[config.mk]
export PLATFORM = sky130hd
export DESIGN_NAME = branch_ctrl
export DESIGN_NICKNAME = d
export VERILOG_FILES = /design/src/rtl/branch_ctrl.sv
export SDC_FILE = /design/constraint.sdc
export NUM_CORES = 1
export LEC_CHECK = 0
export ABC_AREA = 1
export BUFFER_PORTS_ARGS = -buffer_cell sky130_fd_sc_hd__buf_2
export CAP_MARGIN = 30
export CORE_MARGIN = 5
export CORE_UTILIZATION = 58
export CTS_BUF_LIST = sky130_fd_sc_hd__clkbuf_4 sky130_fd_sc_hd__clkbuf_8 sky130_fd_sc_hd__clkbuf_16
export DETAILED_ROUTE_END_ITERATION = 10
export PLACE_DENSITY = 0.92
export RECOVER_POWER = 25
export SLEW_MARGIN = 20
export SYNTH_ARGS = -nofsm -noshare
export SYNTH_HDL_FRONTEND = slang
export SYNTH_SLANG_ARGS = --single-unit
[constraint.sdc]
create_clock -name clk -period 2.4 [get_ports clk]
set_input_delay 0 -clock clk [delete_from_list [all_inputs] [get_ports clk]]
set_output_delay 0 -clock clk [all_outputs]
set_load 0.02 [all_outputs]
[src/rtl/branch_ctrl.sv]
// branch_ctrl: resolves RV32I branches/jumps against the shared comparator and owns the 2-bit BHT.
module branch_ctrl #(
  parameter int XLEN = 32,
  parameter int BHT_ENTRIES = 16,
  localparam int IDX_W = $clog2(BHT_ENTRIES)
) (
  input  logic            clk,
  input  logic            rst,
  input  logic            req_valid,
  output logic            req_ready,
  input  logic [XLEN-1:0] req_pc,
  input  logic [XLEN-1:0] req_imm,
  input  logic [XLEN-1:0] req_rs1,
  input  logic [2:0]      req_funct3,
  input  logic            req_is_jal,
  input  logic            req_is_jalr,
  input  logic            req_pred_taken,
  input  logic            flush,
  output logic            cmp_brUn,
  input  logic            cmp_brEq,
  input  logic            cmp_brLt,
  input  logic [XLEN-1:0] pred_pc,
  output logic            pred_taken,
  output logic            resolve_valid,
  output logic            resolve_taken,
  output logic            mispredict,
  output logic [XLEN-1:0] redirect_pc,
  output logic [XLEN-1:0] link_pc,
  output logic            illegal_br
);
  typedef enum logic [1:0] {IDLE, EVAL, RESOLVE} state_t;
  state_t state;
  logic [XLEN-1:0] pcQ, immQ, rs1Q, target, pcPlus4;
  logic [2:0] funct3Q;
  logic jalQ, jalrQ, predQ, isJump, illegal, taken, bhtWr;
  logic [1:0] bht [BHT_ENTRIES];
  logic [1:0] bhtCur, bhtNext;
  logic [IDX_W-1:0] updIdx;
  logic unusedPcBits;
  assign unusedPcBits = ^{pred_pc[XLEN-1:IDX_W+2], pred_pc[1:0], pcQ[XLEN-1:IDX_W+2], pcQ[1:0]};
  assign req_ready = state == IDLE;
  assign cmp_brUn = state == EVAL && funct3Q[1];
  // flush in RESOLVE kills the pulse combinationally, in the same cycle
  assign resolve_valid = state == RESOLVE && !flush;
  assign pred_taken = bht[pred_pc[IDX_W+1:2]][1];
  always_comb begin
    isJump = jalQ | jalrQ;
    illegal = !isJump && funct3Q[2:1] == 2'b01;
    taken = isJump ? 1'b1 : funct3Q[2] ? (cmp_brLt ^ funct3Q[0]) : (!funct3Q[1] && (cmp_brEq ^ funct3Q[0]));
    pcPlus4 = pcQ + XLEN'(4);
    target = jalrQ ? ((rs1Q + immQ) & ~XLEN'(1)) : pcQ + immQ;
    updIdx = pcQ[IDX_W+1:2];
    bhtCur = bht[updIdx];
    bhtNext = resolve_taken ? (bhtCur == 2'b11 ? 2'b11 : bhtCur + 2'b01)
                            : (bhtCur == 2'b00 ? 2'b00 : bhtCur - 2'b01);
    bhtWr = resolve_valid && !isJump && !illegal;
  end
  always_ff @(posedge clk) begin
    if (rst) begin
      state <= IDLE;
      resolve_taken <= 1'b0;
      mispredict <= 1'b0;
      illegal_br <= 1'b0;
      redirect_pc <= '0;
      link_pc <= '0;
      pcQ <= '0;
      immQ <= '0;
      rs1Q <= '0;
      funct3Q <= '0;
      jalQ <= 1'b0;
      jalrQ <= 1'b0;
      predQ <= 1'b0;
      for (int i = 0; i < BHT_ENTRIES; i++) bht[i] <= 2'b01;
    end else begin
      case (state)
        IDLE: if (req_valid && !flush) begin
          pcQ <= req_pc;
          immQ <= req_imm;
          rs1Q <= req_rs1;
          funct3Q <= req_funct3;
          jalQ <= req_is_jal;
          jalrQ <= req_is_jalr;
          predQ <= req_pred_taken;
          state <= EVAL;
        end
        EVAL: begin
          state <= flush ? IDLE : RESOLVE;
          if (!flush) begin
            resolve_taken <= taken;
            mispredict <= taken ^ predQ;
            illegal_br <= illegal;
            redirect_pc <= taken ? target : pcPlus4;
            link_pc <= pcPlus4;
          end
        end
        RESOLVE: begin
          state <= IDLE;
          if (bhtWr) bht[updIdx] <= bhtNext;
        end
        default: state <= IDLE;
      endcase
    end
  end
endmodule

# Yosys cells after proc, flatten, opt, wreduce, memory -nomap -nowiden

Memories as Yosys holds them, arrays and structs flattened. A register that Yosys moved wholly into a read port is not among the register bits.
Cells that the tools add are included.

RAM bits: 32
Logic and storage cells: 66
Memories: 1
Register bits after elaboration: 171

Add/sub/neg operators: 5
Reduce and logical (&&, ||, !) cells: 16
Muxes and demuxes: 21
Bitwise operators: 5
Eq/ne operators: 5

Memories:

| name | depth | bits a word | read ports | clocked after memory_dff | wr ports | RTL line | source |
|---|---|---|---|---|---|---|---|
| bht  | 16    | 2           | 2          | 1                        | 16       | 36       | `logic [1:0] bht [BHT_ENTRIES];` |

Operators by type and width:

| kind                                                | number |
|---|---|
| adder 32 bit                                        | 2 |
| two-way mux 32 bit                                  | 2 |
| adder 32 x 3 -> 32 bit, second input constant       | 1 |
| two-way mux 2 bit                                   | 6 |
| two-way mux 4 bit                                   | 3 |
| two-way mux 1 bit                                   | 9 |
| logical AND 1 bit                                   | 7 |
| equality test 2 x 1 -> 1 bit, second input constant | 2 |
| equality test 2 bit, second input constant          | 2 |
| logical NOT 1 bit                                   | 4 |
| logical NOT 2 bit                                   | 2 |
| case mux 2 bit (2 select lines)                     | 1 |
| AND reduction 2 bit                                 | 2 |
| bitwise XOR 1 bit                                   | 3 |
| adder 2 x 1 -> 2 bit, second input constant         | 1 |
| != test 2 x 1 -> 1 bit, second input constant       | 1 |
| OR reduction 2 bit                                  | 1 |
| subtractor 2 x 1 -> 2 bit, second input constant    | 1 |
| NOT 1 bit                                           | 1 |
| OR 1 bit                                            | 1 |

# Longest topological paths before layout

Word-level depth: 11
Gate-level depth with buffers: 16

# Least setup slack after synthesis

OpenSTA, ideal clock, no wires.

Kind: register to register
Start point: reg immQ[0]
End point: reg redirect_pc[20]
Cell stages (with the launch flop): 14
Data arrival time: 1,796 ps
Setup slack: 537 ps
Clock period less this slack: 1,863 ps
Library setup time: 67 ps
Cells stage by stage: dfxtp_1 ha_1 fa_1 nand3_1 nand3_1 nand3_1 nand3_1 nand3_1 nand2_1 nand2_1 nand3_1 nand2_1 nand2_1 a21oi_2

Cells in the longest elaborated chain, start to end: 3
Elaborated cells on any way between the ends: 4
Classes of those cells: 2 x add/sub; 2 x mux

RTL lines:

| element                | RTL line | source |
|---|---|---|
| start, declared        | 33       | `logic [XLEN-1:0] pcQ, immQ, rs1Q, target, pcPlus4;` |
| start signal, assigned | 78       | `immQ <= req_imm;` |
| adder 32 bit           | 51       | `target = jalrQ ? ((rs1Q + immQ) & ~XLEN'(1)) : pcQ + immQ;` |
| two-way mux 32 bit (*) | 51       |  |
| two-way mux 32 bit (*) | 92       | `redirect_pc <= taken ? target : pcPlus4;` |
| end signal, assigned   | 92       |  |
| end, declared          | 27       | `output logic [XLEN-1:0] redirect_pc,` |

Mark *: on every way between the ends. The rest lies on a longest branch, timed or not.
A chain may end at the register's enable or synchronous reset.

# Final worst setup path

Start point: reg pcQ[11]
End point: reg redirect_pc[28]

Cells in the longest elaborated chain, start to end: 3
Elaborated cells on any way between the ends: 4
Classes of those cells: 2 x add/sub; 2 x mux

RTL lines:

| element                | RTL line | source |
|---|---|---|
| start, declared        | 33       |  |
| start signal, assigned | 77       | `pcQ <= req_pc;` |
| adder 32 bit           | 51       |  |
| two-way mux 32 bit     | 51       |  |
| two-way mux 32 bit (*) | 92       |  |

Marked as above.

==> impl_metrics.sql <==
INSERT INTO impl_metrics (metric_group, metric, value, unit) VALUES
('sta', 'fin_worst_setup_slack', '167', 'ps'),
('grt', 'grt_util_met3', '5.00', '%'),
('grt', 'grt_max_degree', '80', ''),
('synth', 'postSynthRegisterBits', '207', ''),
('synth', 'yosys_warnings', '0', ''),
('synth', 'synth.lib_cells_used.distinct', '55', ''),
('grt', 'antenna_found_initial', '0', ''),
('die', 'chipHeight', '163', 'µm'),
('drt', 'route.antenna.remaining_nets', '0', ''),
('synth', 'library_cell_occupying_the_most_area_in_the_post_synthesis_netlist', 'sky130_fd_sc_hd__dfxtp_1', ''),
('die', 'core_box_area', '0.0233', 'mm²'),
('setup_path', 'critical_path_arrival', '2690', 'ps'),
('sta', 'timing.max_slew.rel_slack', '50.0', '%'),
('power', 'worst_ir_drop_vdd', '0.000563', 'V'),
('sta', 'worstMarginPinSlew', '751', 'ps'),
('cells_and_area', 'post_route_cells_drive_above_1_share', '9.01', '%'),
('clock_tree', 'clock_latency', '530', 'ps'),
('setup_path', 'setup.worst_path.end_class', 'register', ''),
('synth', 'synth_cell_area', '0.0136', 'mm²'),
('clock_tree', 'cts.clk_slew.worst_paths', '60', 'ps'),
('cells_and_area', 'design.final.nets', '2644', ''),
('synth', 'post_synth_main_area_contributors', 'sky130_fd_sc_hd__dfxtp_1 (26%), sky130_fd_sc_hd__nand2_1 (18%), sky130_fd_sc_hd__nor2_1 (8.6%)', ''),
('drt', 'total_via_count_in_the_routed_design', '15400', ''),
('sta', 'clock_skew', '14.3', 'ps'),
('grt', 'via_count_of_the_first_global_routing_pass', '14600', ''),
('place', 'placed_wire_length_estimate_after_detailed_placement', '33.8', 'mm'),
('place', 'numPortBuffers', '182', ''),
('sta', 'max_freq', '0.448', 'GHz'),
('synth', 'syn_avg_cell_area', '6.30', 'µm²'),
('synth', 'seq_area_frac_synth', '32.7', '%'),
('sta', 'number_of_max_slew_violations_in_the_final_report', '0', ''),
('setup_path', 'setup.worst_path.start_class', 'register', ''),
('setup_path', 'cp_top_family', 'simple AND/OR/NAND/NOR gates', ''),
('setup_path', 'slowest_stage', 'sky130_fd_sc_hd__dfxtp_1', ''),
('outcome', 'status', 'complete, no violations', ''),
('sta', 'timing.final.crit_period', '2230', 'ps'),
('die', 'initial_utilization', '58.5', '%'),
('die', 'num_io_pins', '211', ''),
('worst_hold_path', 'hold_class', 'input port to register', ''),
('drt', 'drt_first_pass_iters', '6', ''),
('die', 'die_area', '0.0267', 'mm²'),
('grt', 'globalRouteOverflowTotal', '0', ''),
('drt', 'totalWireLength', '47.0', 'mm'),
('grt', 'use_met1', '44.3', '%'),
('sta', 'hold_violations', '0', ''),
('grt', 'grt_busiest_layer', 'met2', ''),
('sta', 'tns', '0', 'ps'),
('synth', 'synth_top_cell_area_share', '25.7', '%'),
('place', 'dpl_worst_slack', '201', 'ps'),
('clock_tree', 'htreeDepth', '1', ''),
('drt', 'wire_per_inst', '17.0', 'µm'),
('clock_tree', 'cts_buffers', '22', ''),
('drt', 'avgViaCountPerCell', '5.56', ''),
('sta', 'min_period_over_period', '93.0', '%'),
('setup_path', 'crit_type', 'register to register', ''),
('die', 'placementRows', '56', ''),
('clock_tree', 'tritoncts', 'done', ''),
('synth', 'syn_inst', '2166', ''),
('die', 'die_w', '163', 'µm'),
('synth', 'async_flop_share', '0', '%'),
('grt', 'grt.total_usage', '34.1', '%'),
('synth', 'synth_enable_flop_cells', '32', ''),
('setup_path', 'timing.critical_path.cells', 'ha_1 -> nand2_1 -> inv_1 -> a21oi_1 -> nand3_1 -> nand2_1 -> nand2_1 -> nand2_1 -> nand3_1 -> nand2_1 -> nand2_1 -> a21oi_1', ''),
('clock_tree', 'clock-root-buffer', 'sky130_fd_sc_hd__clkbuf_16', ''),
('clock_tree', 'max-clock-path-buffers', '3', ''),
('drt', 'detail_route.iter0.violations', '1677', ''),
('place', 'gp_congestion', '0.974', ''),
('clock_tree', 'postCtsSetupBuffers', '0', ''),
('grt', 'grt_use_met2', '57.1', '%'),
('clock_tree', 'tritoncts_num_sinks', '207', ''),
('setup_path', 'timing.critical_path.fanout_max', '7', '');
==> per-stage QoR <==
step,utilization [%],instances,hold WS (ps),area (µm²),power [mW]
4_1_cts,71.8,2772,8.39,16700,9.41
2_1_floorplan,-,2166,87.2,13600,4.89
6_report,71.4,2773,12.6,16700,9.47
3_5_place_dp,63.7,2629,228,14900,5.42
3_3_place_gp,63.7,2629,220,14900,5.38
5_1_grt,71.4,2772,72.7,16700,9.80
==> repair_timing <==
action | in CTS | in global routing
hold buffers | 103 | 0
endpoints found under the hold margin | 110 | 0
endpoints found under the setup margin | 0 | 8
resized for setup | 0 | 10
==> metal layers <==
metal	up-vias	wire length, µm	share of wire (%)
met1	6980	18900	40
met3	174	4540	9.7
li1	7425	-	-
met4	0	2010	4.3
met5	-	0	0
met2	829	21600	46
==> power by group <==
group / total, mW / switching (mW) / internal (mW)
clock network: 3.91 / 1.49 / 2.41
logic: 1.69 / 1.07 / 0.624
registers: 3.87 / 0.195 / 3.68
==> flip-flops by register name, summed over array words and instances (netlist names), named ones only <==
name and flops:
jalQ 1, pcQ 32, jalrQ 1, link_pc 32, bht 32, redirect_pc 32
predQ 1, rs1Q 32, state 2, mispredict 1, funct3Q 3, immQ 32
illegal_br 1, resolve_taken 1
==> cells by family (layout without fill, tap and decap cells) <==
group | after synthesis | after routing | synth area share, %
AO/OA/AOI/OAI | 355 | 355 | 14.4
buffers and inverters | 383 | 670 | 10.8
XOR/XNOR | 30 | 30 | 1.93
adder cells (fa/ha/maj) | 67 | 67 | 6.25
flip-flops | 207 | 207 | 32.7
multiplexers | 4 | 4 | 0.293
other | 0 | 1 | 0
AND/OR/NAND/NOR | 1120 | 1120 | 33.6
==> final timing paths <==
path,cells past startpoint,from,slack (ps),to
setup / recovery,12,pcQ[11],170,redirect_pc[28]
hold / removal,5,flush,10,mispredict
setup reg to reg,12,pcQ[11],170,redirect_pc[28]
hold reg to reg,2,link_pc[22],460,link_pc[22]
==> layout by cell type (no fill, tap or decap), types with 15 or more instances in the layout <==
| cell | count |
|---|---|
| sky130_fd_sc_hd__clkbuf_16 | 24 |
| sky130_fd_sc_hd__edfxtp_1 | 32 |
| sky130_fd_sc_hd__o21ai_0 | 158 |
| sky130_fd_sc_hd__a21oi_1 | 128 |
| sky130_fd_sc_hd__dlygate4sd3_1 | 103 |
| sky130_fd_sc_hd__ha_1 | 64 |
| sky130_fd_sc_hd__buf_4 | 26 |
| sky130_fd_sc_hd__nand2_1 | 644 |
| sky130_fd_sc_hd__nor2_1 | 312 |
| sky130_fd_sc_hd__clkbuf_1 | 70 |
| sky130_fd_sc_hd__inv_1 | 310 |
| sky130_fd_sc_hd__xor2_1 | 23 |
| sky130_fd_sc_hd__dfxtp_1 | 173 |
| sky130_fd_sc_hd__nand3_1 | 92 |
| sky130_fd_sc_hd__buf_2 | 112 |
| sky130_fd_sc_hd__a22o_1 | 15 |
==> worst register-to-register path: cells and delay by family (launching register included) <==
| family | cells | cell delay, ps |
|---|---|---|
| buffers and inverters | 1 | 50 |
| AO/OA/AOI/OAI | 2 | 370 |
| adder cells (fa/ha/maj) | 1 | 350 |
| AND/OR/NAND/NOR | 8 | 840 |
| flip-flops | 1 | 550 |
==> layout make-up <==
class                      count  area (µm²)
multi-input combinational   1576        7710
antenna                        1        2.50
sequential                   207        4470
clock inverter                 9         161
clock buffer                  31         678
fill                        1904        6660
inverter                     319        1200
tap                          319         399
timing repair buffer         311        2050
==> cell usage after synthesis (8+ instances only) <==
master / count
sky130_fd_sc_hd__edfxtp_1: 32
sky130_fd_sc_hd__o21bai_1: 8
sky130_fd_sc_hd__nand3_1: 95
sky130_fd_sc_hd__xor2_1: 23
sky130_fd_sc_hd__inv_2: 8
sky130_fd_sc_hd__o21ai_1: 8
sky130_fd_sc_hd__nor2_1: 312
sky130_fd_sc_hd__dfxtp_1: 175
sky130_fd_sc_hd__nand3b_1: 10
sky130_fd_sc_hd__nand2_1: 645
sky130_fd_sc_hd__inv_1: 310
sky130_fd_sc_hd__buf_2: 16
sky130_fd_sc_hd__nand4_1: 14
sky130_fd_sc_hd__nor3_1: 14
sky130_fd_sc_hd__a21oi_1: 128
sky130_fd_sc_hd__clkbuf_1: 41
sky130_fd_sc_hd__ha_1: 65
sky130_fd_sc_hd__o21ai_0: 159
sky130_fd_sc_hd__a22oi_1: 10
sky130_fd_sc_hd__a22o_1: 15
Power figures use the tool's default switching activity.
